$ cat src/rtl/serial_bus_scheduler.sv
// -----------------------------------------------------------------------------
// serial_bus_scheduler
//
// Schedules a bit-serial shared bus between two masters and three slaves.
// A granted master shifts in a serial address (MSB first). The two top bits
// pick the slave (00->s1, 01->s2, 10->s3, 11->error). The scheduler then
// replays the remaining local address bits to that slave. After that it
// either forwards write data and waits for the slave ack, or returns the
// slave's read data to the master. A per-bit timeout guards slave responses.
// Arbitration is round-robin between the two masters.
//
// Ports
//   clk, reset                     divided bus tick; asynchronous active-high clear
//   mX_request                     bus request, held for the whole transaction
//   mX_wr                          1 = write, 0 = read (taken on the grant edge)
//   mX_address / mX_address_valid  serial address bit and qualifier
//   mX_data / mX_valid             serial write-data bit and qualifier
//   mX_available                   grant, high from grant through DONE
//   mX_data_out / mX_ready         serial read-data bit and qualifier
//   mX_done / mX_error             one-cycle completion pulse / error flag
//   sX_address, sX_data, sX_valid  slave-side serial address, write data, qualifier
//   sX_wr                          write level for the selected slave
//   sX_data_in / sX_ready          slave read bit and qualifier (ack for writes)
// -----------------------------------------------------------------------------
module serial_bus_scheduler #(
  parameter int ADDR_W  = 14,
  parameter int DATA_W  = 8,
  parameter int TIMEOUT = 255
) (
  input  logic clk,
  input  logic reset,
  // master 1
  input  logic m1_request,
  input  logic m1_wr,
  input  logic m1_address,
  input  logic m1_address_valid,
  input  logic m1_data,
  input  logic m1_valid,
  output logic m1_available,
  output logic m1_data_out,
  output logic m1_ready,
  output logic m1_done,
  output logic m1_error,
  // master 2
  input  logic m2_request,
  input  logic m2_wr,
  input  logic m2_address,
  input  logic m2_address_valid,
  input  logic m2_data,
  input  logic m2_valid,
  output logic m2_available,
  output logic m2_data_out,
  output logic m2_ready,
  output logic m2_done,
  output logic m2_error,
  // slave 1
  output logic s1_address,
  output logic s1_data,
  output logic s1_valid,
  output logic s1_wr,
  input  logic s1_data_in,
  input  logic s1_ready,
  // slave 2
  output logic s2_address,
  output logic s2_data,
  output logic s2_valid,
  output logic s2_wr,
  input  logic s2_data_in,
  input  logic s2_ready,
  // slave 3
  output logic s3_address,
  output logic s3_data,
  output logic s3_valid,
  output logic s3_wr,
  input  logic s3_data_in,
  input  logic s3_ready
);

  typedef enum logic [2:0] {
    ST_IDLE  = 3'd0,
    ST_ADDR  = 3'd1,
    ST_AOUT  = 3'd2,
    ST_WDATA = 3'd3,
    ST_WACK  = 3'd4,
    ST_RDATA = 3'd5,
    ST_ERR   = 3'd6,
    ST_DONE  = 3'd7
  } state_e;

  localparam int CNT_W = $clog2(((ADDR_W > DATA_W) ? ADDR_W : DATA_W) + 1);
  localparam logic [CNT_W-1:0] ADDR_LAST = CNT_W'(ADDR_W - 1);
  // AOUT emits its first bit on entry, so it counts one fewer step.
  localparam logic [CNT_W-1:0] AOUT_LAST = CNT_W'(ADDR_W - 3);
  localparam logic [CNT_W-1:0] DATA_LAST = CNT_W'(DATA_W - 1);
  localparam logic [7:0]       TMO_LAST  = 8'(TIMEOUT - 1);
  localparam logic [CNT_W-1:0] CNT_ONE   = CNT_W'(1);

  // Map the slave-select field to a one-hot slave vector; 11 means no slave.
  function automatic logic [2:0] decode_slave(input logic [1:0] sel);
    logic [2:0] oh;
    case (sel)
      2'b00:   oh = 3'b001;
      2'b01:   oh = 3'b010;
      2'b10:   oh = 3'b100;
      default: oh = 3'b000;
    endcase
    return oh;
  endfunction

  // Round-robin pick: on a tie the master not granted last wins.
  function automatic logic [1:0] pick_master(input logic [1:0] req, input logic last_m2);
    logic [1:0] g;
    case (req)
      2'b01:   g = 2'b01;
      2'b10:   g = 2'b10;
      2'b11:   g = last_m2 ? 2'b01 : 2'b10;
      default: g = 2'b00;
    endcase
    return g;
  endfunction

  // state and control registers
  state_e              state_q, state_d;
  logic [1:0]          grant_q, grant_d;      // one-hot granted master
  logic                last_m2_q, last_m2_d;  // 1 = m2 was granted last
  logic                wr_q, wr_d;
  logic [ADDR_W-2:0]   addr_sr_q, addr_sr_d;
  logic [CNT_W-1:0]    cnt_q, cnt_d;
  logic [7:0]          tmo_q, tmo_d;
  logic [2:0]          slave_q, slave_d;      // one-hot selected slave

  // output registers
  logic [1:0] m_avail_q, m_avail_d;
  logic [1:0] m_dout_q, m_dout_d;
  logic [1:0] m_rdy_q, m_rdy_d;
  logic [1:0] m_done_q, m_done_d;
  logic [1:0] m_err_q, m_err_d;
  logic [2:0] s_addr_q, s_addr_d;
  logic [2:0] s_data_q, s_data_d;
  logic [2:0] s_valid_q, s_valid_d;
  logic [2:0] s_wr_q, s_wr_d;

  // gathered inputs and selected-lane views
  logic [1:0]        m_req_s, m_wr_s, m_addr_s, m_aval_s, m_data_s, m_valid_s;
  logic [2:0]        s_din_s, s_rdy_s;
  logic              req_sel_s, addr_sel_s, aval_sel_s, data_sel_s, valid_sel_s;
  logic              sdin_sel_s, srdy_sel_s;
  logic [ADDR_W-1:0] full_addr_s;
  logic [2:0]        slave_dec_s;
  logic              abort_s;

  assign m_req_s   = {m2_request, m1_request};
  assign m_wr_s    = {m2_wr, m1_wr};
  assign m_addr_s  = {m2_address, m1_address};
  assign m_aval_s  = {m2_address_valid, m1_address_valid};
  assign m_data_s  = {m2_data, m1_data};
  assign m_valid_s = {m2_valid, m1_valid};
  assign s_din_s   = {s3_data_in, s2_data_in, s1_data_in};
  assign s_rdy_s   = {s3_ready, s2_ready, s1_ready};

  assign req_sel_s   = |(m_req_s & grant_q);
  assign addr_sel_s  = |(m_addr_s & grant_q);
  assign aval_sel_s  = |(m_aval_s & grant_q);
  assign data_sel_s  = |(m_data_s & grant_q);
  assign valid_sel_s = |(m_valid_s & grant_q);
  assign sdin_sel_s  = |(s_din_s & slave_q);
  assign srdy_sel_s  = |(s_rdy_s & slave_q);

  // Address as it will look once the bit being sampled now is shifted in.
  assign full_addr_s = {addr_sr_q, addr_sel_s};
  assign slave_dec_s = decode_slave(full_addr_s[ADDR_W-1:ADDR_W-2]);

  // Losing the request mid-transaction abandons it without a done pulse.
  assign abort_s = (state_q != ST_IDLE) && (state_q != ST_DONE) && !req_sel_s;

  // Register all state and outputs; reset clears everything at once.
  always_ff @(posedge clk or posedge reset) begin
    if (reset) begin
      state_q   <= ST_IDLE;
      grant_q   <= 2'b00;
      last_m2_q <= 1'b1;
      wr_q      <= 1'b0;
      addr_sr_q <= {(ADDR_W-1){1'b0}};
      cnt_q     <= {CNT_W{1'b0}};
      tmo_q     <= 8'd0;
      slave_q   <= 3'b000;
      m_avail_q <= 2'b00;
      m_dout_q  <= 2'b00;
      m_rdy_q   <= 2'b00;
      m_done_q  <= 2'b00;
      m_err_q   <= 2'b00;
      s_addr_q  <= 3'b000;
      s_data_q  <= 3'b000;
      s_valid_q <= 3'b000;
      s_wr_q    <= 3'b000;
    end else begin
      state_q   <= state_d;
      grant_q   <= grant_d;
      last_m2_q <= last_m2_d;
      wr_q      <= wr_d;
      addr_sr_q <= addr_sr_d;
      cnt_q     <= cnt_d;
      tmo_q     <= tmo_d;
      slave_q   <= slave_d;
      m_avail_q <= m_avail_d;
      m_dout_q  <= m_dout_d;
      m_rdy_q   <= m_rdy_d;
      m_done_q  <= m_done_d;
      m_err_q   <= m_err_d;
      s_addr_q  <= s_addr_d;
      s_data_q  <= s_data_d;
      s_valid_q <= s_valid_d;
      s_wr_q    <= s_wr_d;
    end
  end

  // Next-state and next-output logic for the transaction sequencer.
  always_comb begin
    state_d   = state_q;
    grant_d   = grant_q;
    last_m2_d = last_m2_q;
    wr_d      = wr_q;
    addr_sr_d = addr_sr_q;
    cnt_d     = cnt_q;
    tmo_d     = tmo_q;
    slave_d   = slave_q;
    m_avail_d = m_avail_q;
    m_dout_d  = 2'b00;
    m_rdy_d   = 2'b00;
    m_done_d  = 2'b00;
    m_err_d   = 2'b00;
    s_addr_d  = 3'b000;
    s_data_d  = 3'b000;
    s_valid_d = 3'b000;
    s_wr_d    = s_wr_q;

    if (abort_s) begin
      // Pointer still advances so the other master gets the next tie.
      state_d   = ST_IDLE;
      grant_d   = 2'b00;
      m_avail_d = 2'b00;
      last_m2_d = grant_q[1];
      slave_d   = 3'b000;
      s_wr_d    = 3'b000;
      cnt_d     = {CNT_W{1'b0}};
      tmo_d     = 8'd0;
    end else begin
      case (state_q)
        ST_IDLE: begin
          if (|m_req_s) begin
            grant_d   = pick_master(m_req_s, last_m2_q);
            m_avail_d = grant_d;
            wr_d      = |(m_wr_s & grant_d);
            addr_sr_d = {(ADDR_W-1){1'b0}};
            cnt_d     = {CNT_W{1'b0}};
            state_d   = ST_ADDR;
          end else begin
            state_d = ST_IDLE;
          end
        end

        ST_ADDR: begin
          if (aval_sel_s) begin
            if (cnt_q == ADDR_LAST) begin
              cnt_d   = {CNT_W{1'b0}};
              slave_d = slave_dec_s;
              if (slave_dec_s == 3'b000) begin
                addr_sr_d = full_addr_s[ADDR_W-2:0];
                state_d   = ST_ERR;
              end else begin
                // First local bit goes out now; the rest are pre-shifted so
                // addr_sr_q[ADDR_W-3] always holds the next bit to send.
                addr_sr_d = {full_addr_s[ADDR_W-3:0], 1'b0};
                s_addr_d  = slave_dec_s & {3{full_addr_s[ADDR_W-3]}};
                s_valid_d = slave_dec_s;
                s_wr_d    = slave_dec_s & {3{wr_q}};
                state_d   = ST_AOUT;
              end
            end else begin
              addr_sr_d = full_addr_s[ADDR_W-2:0];
              cnt_d     = cnt_q + CNT_ONE;
            end
          end else begin
            state_d = ST_ADDR;
          end
        end

        ST_AOUT: begin
          if (cnt_q == AOUT_LAST) begin
            cnt_d   = {CNT_W{1'b0}};
            tmo_d   = 8'd0;
            state_d = wr_q ? ST_WDATA : ST_RDATA;
          end else begin
            cnt_d     = cnt_q + CNT_ONE;
            s_addr_d  = slave_q & {3{addr_sr_q[ADDR_W-3]}};
            s_valid_d = slave_q;
            addr_sr_d = {addr_sr_q[ADDR_W-3:0], 1'b0};
          end
        end

        ST_WDATA: begin
          s_data_d  = slave_q & {3{data_sel_s}};
          s_valid_d = slave_q & {3{valid_sel_s}};
          if (valid_sel_s) begin
            if (cnt_q == DATA_LAST) begin
              cnt_d   = {CNT_W{1'b0}};
              tmo_d   = 8'd0;
              state_d = ST_WACK;
            end else begin
              cnt_d = cnt_q + CNT_ONE;
            end
          end else begin
            state_d = ST_WDATA;
          end
        end

        ST_WACK: begin
          if (srdy_sel_s) begin
            m_done_d = grant_q;
            s_wr_d   = 3'b000;
            state_d  = ST_DONE;
          end else if (tmo_q == TMO_LAST) begin
            m_done_d = grant_q;
            m_err_d  = grant_q;
            s_wr_d   = 3'b000;
            state_d  = ST_DONE;
          end else begin
            tmo_d = tmo_q + 8'd1;
          end
        end

        ST_RDATA: begin
          m_dout_d = grant_q & {2{sdin_sel_s}};
          m_rdy_d  = grant_q & {2{srdy_sel_s}};
          if (srdy_sel_s) begin
            tmo_d = 8'd0;
            if (cnt_q == DATA_LAST) begin
              cnt_d    = {CNT_W{1'b0}};
              m_done_d = grant_q;
              s_wr_d   = 3'b000;
              state_d  = ST_DONE;
            end else begin
              cnt_d = cnt_q + CNT_ONE;
            end
          end else if (tmo_q == TMO_LAST) begin
            m_done_d = grant_q;
            m_err_d  = grant_q;
            s_wr_d   = 3'b000;
            state_d  = ST_DONE;
          end else begin
            tmo_d = tmo_q + 8'd1;
          end
        end

        ST_ERR: begin
          m_done_d = grant_q;
          m_err_d  = grant_q;
          state_d  = ST_DONE;
        end

        ST_DONE: begin
          state_d   = ST_IDLE;
          grant_d   = 2'b00;
          m_avail_d = 2'b00;
          last_m2_d = grant_q[1];
          slave_d   = 3'b000;
          s_wr_d    = 3'b000;
        end

        default: begin
          state_d   = ST_IDLE;
          grant_d   = 2'b00;
          m_avail_d = 2'b00;
          slave_d   = 3'b000;
          s_wr_d    = 3'b000;
        end
      endcase
    end
  end

  assign m1_available = m_avail_q[0];
  assign m2_available = m_avail_q[1];
  assign m1_data_out  = m_dout_q[0];
  assign m2_data_out  = m_dout_q[1];
  assign m1_ready     = m_rdy_q[0];
  assign m2_ready     = m_rdy_q[1];
  assign m1_done      = m_done_q[0];
  assign m2_done      = m_done_q[1];
  assign m1_error     = m_err_q[0];
  assign m2_error     = m_err_q[1];

  assign s1_address = s_addr_q[0];
  assign s2_address = s_addr_q[1];
  assign s3_address = s_addr_q[2];
  assign s1_data    = s_data_q[0];
  assign s2_data    = s_data_q[1];
  assign s3_data    = s_data_q[2];
  assign s1_valid   = s_valid_q[0];
  assign s2_valid   = s_valid_q[1];
  assign s3_valid   = s_valid_q[2];
  assign s1_wr      = s_wr_q[0];
  assign s2_wr      = s_wr_q[1];
  assign s3_wr      = s_wr_q[2];

endmodule

$ cat config.mk
export PLATFORM = sky130hd
export DESIGN_NAME = serial_bus_scheduler
export DESIGN_NICKNAME = d
export VERILOG_FILES = /design/src/rtl/serial_bus_scheduler.sv
export SDC_FILE = /design/constraint.sdc
export NUM_CORES = 1
export LEC_CHECK = 0
export CELL_PAD_IN_SITES_DETAIL_PLACEMENT = 0
export CELL_PAD_IN_SITES_GLOBAL_PLACEMENT = 1
export CORE_UTILIZATION = 39
export CTS_BUF_LIST = sky130_fd_sc_hd__clkbuf_4 sky130_fd_sc_hd__clkbuf_8
export CTS_CLUSTER_DIAMETER = 80
export DETAILED_ROUTE_END_ITERATION = 10
export PLACE_DENSITY = 0.77
export SYNTH_ARGS = -nofsm -noshare
export SYNTH_HDL_FRONTEND = slang
export SYNTH_SLANG_ARGS = --single-unit
$ cat constraint.sdc
create_clock -name clk -period 2.2 [get_ports clk]
set_input_delay 0.44 -clock clk [delete_from_list [all_inputs] [get_ports clk]]
set_output_delay 0.44 -clock clk [all_outputs]
set_load 0.1 [all_outputs]
==> results of run 1 <==
[sequential cells by signal, summed over array words and instances, names as in the netlist]
| name | cells |
|---|---|
| addr_sr_q | 13 |
| tmo_q | 8 |
| cnt_q | 4 |
| s_addr_q | 3 |
| s_data_q | 3 |
| s_valid_q | 3 |
| s_wr_q | 3 |
| slave_q | 3 |
| state_q | 3 |
| m_avail_q | 2 |
| m_done_q | 2 |
| m_dout_q | 2 |
| m_err_q | 2 |
| m_rdy_q | 2 |
| last_m2_q | 1 |
| wr_q | 1 |
[report_power, final]
group          leakage [uW]  internal [uW]  switching, uW
sequential         0.000750           1120            147
clock             0.0000618            375            349
combinational       0.00100            846           1110
total               0.00181           2340           1600
[final cells by class]
class | instances | area (um^2)
clock buffer | 6 | 82.6
multi-input combinational | 276 | 1650
clock inverter | 2 | 38.8
timing repair buffer | 97 | 813
tap | 102 | 128
inverter | 12 | 45.0
sequential | 55 | 1380
fill | 759 | 3590
[routing by layer]
| layer | wire (um) | global-route usage (%) | vias to the layer above | part of all wire (%) |
|---|---|---|---|---|
| li1 | - | - | 1499 | - |
| met1 | 3990 | 28.5 | 1471 | 47 |
| met2 | 4120 | 36.5 | 77 | 48 |
| met3 | 340 | 2.85 | 12 | 4.0 |
| met4 | 110 | 6.48 | 0 | 1.3 |
| met5 | 0 | 0 | - | 0 |
[cells by family after synthesis]
logic type	Yosys count	share of synthesized area, %
and+or+nand+nor	149	23.8
DFF	55	44.1
buffers and inverters	32	3.93
AOI/OAI and AO/OA	115	23.7
muxes	8	2.81
adders and majority gates	4	1.60
[final timing paths]
path,startpoint,to,cells past startpoint
max reg2reg,state_q[1]$_DFFE_PP0P_,state_q[0]$_DFFE_PP0P_,5
min reg2reg,addr_sr_q[7]$_DFFE_PP0P_,addr_sr_q[7]$_DFFE_PP0P_,2
min,reset,s_data_q[1]$_DFF_PP0_,2
max,state_q[1]$_DFFE_PP0P_,state_q[0]$_DFFE_PP0P_,5
max in group asynchronous,reset,cnt_q[1]$_DFFE_PP0P_,3
min in group clk,addr_sr_q[7]$_DFFE_PP0P_,addr_sr_q[7]$_DFFE_PP0P_,2
[metrics by stage]
| stage | instance area, um^2 | hold WS [ns] | power (uW) | std cells | TNS (ns) |
|---|---|---|---|---|---|
| floorplan | 3140 | 0.467 | 2360 | 363 | 0 |
| global placement | 3990 | 0.493 | 3200 | 541 | -3.06 |
| detailed placement | 3990 | 0.498 | 3210 | 541 | -3.56 |
| CTS | 4110 | 0.510 | 3940 | 549 | 0 |
| global route | 4140 | 0.538 | 4190 | 550 | 0 |
| finish | 4140 | 0.486 | 3940 | 550 | 0 |
[placed cells by master, fill, tap and decap left out, drive strengths merged, types with 2 or more instances in the layout]
master          n
o22ai           5
clkdlybuf4s50  19
a21boi          2
a31oi           5
o21ai          43
nand2          43
o31ai           2
nor4            4
mux2            6
nor3b           2
nor3           17
or2             2
a22oi          18
clkbuf          6
mux2i           2
nor2b           5
dfrtp          54
buf            78
nand2b          5
a222oi          2
or3             2
nand3          14
and2            8
a21oi          16
a221oi          2
nand3b          5
nor2           29
inv            12
and3            7
ha              4
a22o            3
a211oi          6
[cell usage after synthesis, drive strengths merged (3+ instances only)]
cell    number  area share, %
nand2b       5            1.0
dfrtp       54             43
clkbuf      18            2.2
o21ai       43            6.9
and3         7            1.4
a22oi       18            4.3
nor2        29            3.5
nor2b        5            1.0
mux2         6            2.2
nand3       14            2.2
o22ai        5            1.0
a21oi       16            2.6
a211oi       6            1.8
nand3b       5            1.2
ha           4            1.6
a31oi        5            1.0
nand2       43            5.2
a22o         3           0.84
nor4         4           0.80
inv         11            1.3
and2         8            1.6
nor3        17            2.9
[timing repair]
| item | in CTS | in global routing |
|---|---|---|
| buffers inserted | 0 | 1 |
| gates resized for setup | 0 | 4 |
| hold endpoints to repair | 0 | 0 |
| setup endpoints to repair | 0 | 5 |
==> impl_metrics.py, run 1 <==
metrics = {
    "global_routing": {
        "grt_use_total_pct": 21.5,
        "globalRoute.totalOverflow": 0,
        "grt_pass1_wl_um": 14200,
        "antenna_found_initial": 0,
        "grt_pass1_vias": 2948,
        "grt_max_degree": 28,
    },
    "sta": {
        "setup_ws_ns": 0.130,
        "rsz0062_at_grt": "no",
        "fin_crit_sh_pct": 94.1,
        "maxSlewViolCount": 0,
        "hold_viol": 0,
        "fmax_mhz": 483,
        "clock_skew_ns": 0.00533,
        "max_slew_margin_pct": 63.0,
        "tightest_slew_ns": 0.554,
        "fin_crit_ns": 2.07,
        "setup_viol": 0,
    },
    "synth": {
        "synthArstFlopShare_pct": 100,
        "syn_inst": 363,
        "syn_area_um2": 3120,
        "seq_area_frac_synth_pct": 44.1,
        "synth_nets": 387,
        "ys_types": 55,
        "ys.flop_type": "dfrtp_1",
        "synth_edf_count": 0,
        "ys_ff_latch": 55,
        "yosys_warnings": 0,
        "synth_area_per_cell_um2": 8.60,
    },
    "critical_path": {
        "path_delay_family": "simple AND/OR/NAND/NOR gates",
        "path_cells": "nor3_4 > o21ai_0 > and3_1 > or4b_1 > o311ai_1",
        "max_stage_delay_ns": 0.57,
        "critPathSlowestCell": "dfrtp_1",
        "crit_type": "flop to flop",
        "critPathMaxFanout": 13,
        "crit_required_ns": 2.41,
        "cp-end-kind": "flop",
        "r2r_slack_ns": 0.13,
        "start_kind": "flop",
        "worst_ep_arrival_time_ns": 2.28,
        "critPathBufInv": 0,
    },
    "clock_tree": {
        "cts-root-buf": "clkbuf_8",
        "cts_buffers": 5,
        "clkLatencyLatePin_ns": 0.31,
        "htreeDepth": 2,
        "clockBufferDepth": 2,
        "ctsHoldBuffers": 0,
        "clk_pin_slew_ns": 0.10,
        "cts_sinks": 55,
        "cts_tree": "done",
    },
    "flow_run": {
        "cap_violations": 0,
    },
    "layout": {
        "final_util_pct": 53.5,
        "drive_gt1_share_pct": 23.9,
        "finish.net_count": 471,
        "diodes": 0,
        "area_delta_synth_final_pct": 32.5,
    },
    "routing": {
        "wl_per_cell_um": 15.6,
        "drc": 0,
        "routed_wl_um": 8560,
        "drtPass1Iterations": 4,
        "drtIter0Drc": 136,
        "num_vias": 3059,
        "ant_nets": 0,
        "via_per_inst": 5.56,
    },
    "pwr": {
        "vdd_ir_drop_max_v": 0.000497,
        "power.density_nw_per_um2": 953,
        "p_leak_uw": 0.00181,
    },
    "hold_path": {
        "hold_path.class": "input port to asynchronous set/reset pin",
    },
    "placed_design": {
        "place_congestion": 0.914,
        "place_ws_ns": -0.286,
        "port_buffers": 41,
        "dp_hpwl_um": 6630,
    },
    "floorplan": {
        "dieArea_um2": 8370,
        "die_w_um": 91.5,
        "core_area_um2": 7730,
        "ios": 42,
        "start_util_pct": 40.4,
        "rows": 32,
        "die_h_um": 91.5,
    },
    "outcome": {
        "status": "complete, no violations",
    },
}
No activity file was read; power rests on OpenSTA's default activity.
==> run 2, diff against run 1 <==
Settings changed: SLEW_MARGIN set to 20.
Clock period 2.2 ns to 1.9 ns, I/O delays scaled along.
==> run 2 against run 1 <==
  * The flow now finishes with violations (setup timing)
  * Highest routed layer unchanged
  * Clock power down 9.7%
  * Critical path depth up 2
  * Wire length up 5.7%
  * Global-route usage rose by 0.71 points
  * Clock skew down 0.00079 ns
  * Non-clock buffer count rose by 24
  * Clock-buffer cell count did not move
  * Design area up 8.2%
  * Sequential share of layout area shrank 2.4 points
  * Die area unchanged
  * Sequential power rose by 11%
  * Total power grew 20%
==> impl_metrics.py, run 2 (synthesis gave the netlist of run 1 again) <==
metrics = {
    "outcome": {
        "status": "finished, violations left",
        "violations": "setup timing",
    },
    "pwr": {
        "vdd_ir_drop_max_v": 0.000569,
        "p_total_uw": 4730,
        "pwr-share-comb_pct": 56.6,
        "p_switching_uw": 1960,
        "p_sw_share_pct": 41.4,
        "power.density_nw_per_um2": 1060,
        "p_int_uw": 2770,
        "pwr-share-clk_pct": 13.8,
        "power_frac_seq_pct": 29.5,
        "p_leak_uw": 0.00196,
    },
    "sta": {
        "rsz0062_at_grt": "yes",
        "fin_crit_sh_pct": 101,
        "tightest_slew_ns": 0.515,
        "hold_viol": 0,
        "holdWs_ns": 0.408,
        "fmax_mhz": 523,
        "clock_skew_ns": 0.00454,
        "setup_viol": 3,
        "maxSlewViolCount": 0,
        "setup_ws_ns": -0.0133,
        "max_slew_margin_pct": 65.6,
        "fin_crit_ns": 1.91,
    },
    "hold_path": {
        "hold_path.class": "input port to asynchronous set/reset pin",
    },
    "layout": {
        "diodes": 0,
        "final_common_cell": "buf_4",
        "final_cells": 574,
        "drive_gt1_share_pct": 32.0,
        "largest_register_ffs": 13,
        "final_util_pct": 57.9,
        "finish.net_count": 495,
        "final_cell_mix": "90 x buf_4, 49 x dfrtp_1, 43 x nand2_1",
        "top_register": "addr_sr_q",
        "area_delta_synth_final_pct": 43.3,
        "reg_top3": "addr_sr_q: 13 flops, tmo_q: 8 flops, cnt_q: 4 flops",
        "nFillCells": 690,
    },
    "routing": {
        "drtIter0Drc": 222,
        "drc": 0,
        "via_per_inst": 5.59,
        "num_vias": 3206,
        "ant_nets": 0,
        "drtPass1Iterations": 6,
        "wl_per_cell_um": 15.8,
        "routed_wl_um": 9050,
    },
    "clock_tree": {
        "clockBufferDepth": 2,
        "cts_sinks": 55,
        "cts_buffers": 5,
        "ctsHoldBuffers": 0,
        "clkLatencyLatePin_ns": 0.31,
        "clk_pin_slew_ns": 0.10,
        "htreeDepth": 2,
        "cts_tree": "done",
        "cts-root-buf": "clkbuf_8",
    },
    "global_routing": {
        "grt_use_total_pct": 22.2,
        "grt_pass1_wl_um": 14700,
        "grt_pass1_vias": 3068,
        "grt_max_degree": 56,
        "antenna_found_initial": 0,
        "globalRoute.totalOverflow": 0,
    },
    "floorplan": {
        "die_h_um": 91.5,
        "ios": 42,
        "rows": 32,
        "start_util_pct": 40.4,
        "dieArea_um2": 8370,
        "core_area_um2": 7730,
        "die_w_um": 91.5,
    },
    "critical_path": {
        "cp-end-kind": "flop",
        "r2r_slack_ns": 0,
        "max_stage_delay_ns": 0.48,
        "start_kind": "input port",
        "path_cells": "clkdlybuf4s50_1 > a22o_2 > nand3_2 > a211oi_4 > a211oi_2 > buf_4 > mux2_4",
        "crit_required_ns": 2.10,
        "worst_ep_arrival_time_ns": 2.11,
        "crit_type": "input port to flop",
        "path_delay_family": "compound AO/OA/AOI/OAI gates",
        "critPathBufInv": 2,
        "critPathSlowestCell": "clkdlybuf4s50_1",
        "critPathMaxFanout": 6,
    },
    "placed_design": {
        "place_ws_ns": -0.517,
        "dp_hpwl_um": 6680,
        "port_buffers": 41,
        "place_congestion": 0.946,
        "placed_cells": 558,
    },
    "flow_run": {
        "cap_violations": 0,
    },
}
==> run 2: final cells by class <==
cell class,instances,area [um^2],area share [%]
repair buffers,121,1070,23.9
clock inverters,2,12.5,0.280
clock buffers,6,76.3,1.71
multi-input cells,276,1750,39.2
flip-flops and latches,55,1380,30.9
well taps,102,128,2.85
inverters,12,48.8,1.09
==> run 2: worst paths after layout <==
path | startpoint | to | cells past startpoint
worst max-delay path | m2_request | s_wr_q[1]$_DFFE_PP0P_ | 7
worst min-delay path | reset | s_data_q[1]$_DFF_PP0_ | 3
worst max register to register | slave_q[0]$_DFFE_PP0P_ | s_wr_q[1]$_DFFE_PP0P_ | 7
worst min register to register | last_m2_q$_DFFE_PP1P_ | last_m2_q$_DFFE_PP1P_ | 2
max in group asynchronous | reset | cnt_q[0]$_DFFE_PP0P_ | 3
min in group clk | last_m2_q$_DFFE_PP1P_ | last_m2_q$_DFFE_PP1P_ | 2
==> run 2: what timing repair did <==
| item | CTS | global route |
|---|---|---|
| endpoints found under the setup margin | 21 | 30 |
| pin swaps | 7 | 10 |
| gates resized for setup | 18 | 25 |
| setup buffers | 4 | 4 |
==> run 2: power groups by stage <==
| stage | clock [uW] | sequential [uW] | combinational (uW) |
|---|---|---|---|
| floorplan | 0 | 1590 | 1270 |
| global placement | 0 | 1440 | 2390 |
| detailed placement | 0 | 1440 | 2420 |
| CTS | 673 | 1430 | 2470 |
| global route | 724 | 1420 | 2880 |
| finish | 655 | 1400 | 2680 |
==> run 2: metal layers <==
layer,vias to the layer above,track usage [%],wire [um]
met5,-,0,0
met4,0,8.73,225
met3,22,3.52,459
met2,112,36.0,4290
met1,1524,29.7,4080
li1,1548,-,-
==> run 2: metrics by stage <==
stage | instance area [um^2] | setup TNS (ns)
2_1_floorplan | 3200 | -3.50
3_3_place_gp | 4200 | -11.07
3_5_place_dp | 4200 | -11.92
4_1_cts | 4380 | -0.0522
5_1_grt | 4470 | -0.376
6_report | 4470 | -0.0255
==> run 2: worst reg2reg max path, delay by kind of cell (launching register included) <==
family                 cells  cell delay [ns]
AO/OA/AOI/OAI              3             0.56
flip-flops                 1             0.39
buffers and inverters      2             0.35
multiplexers               1             0.30
AND/OR/NAND/NOR            1             0.19
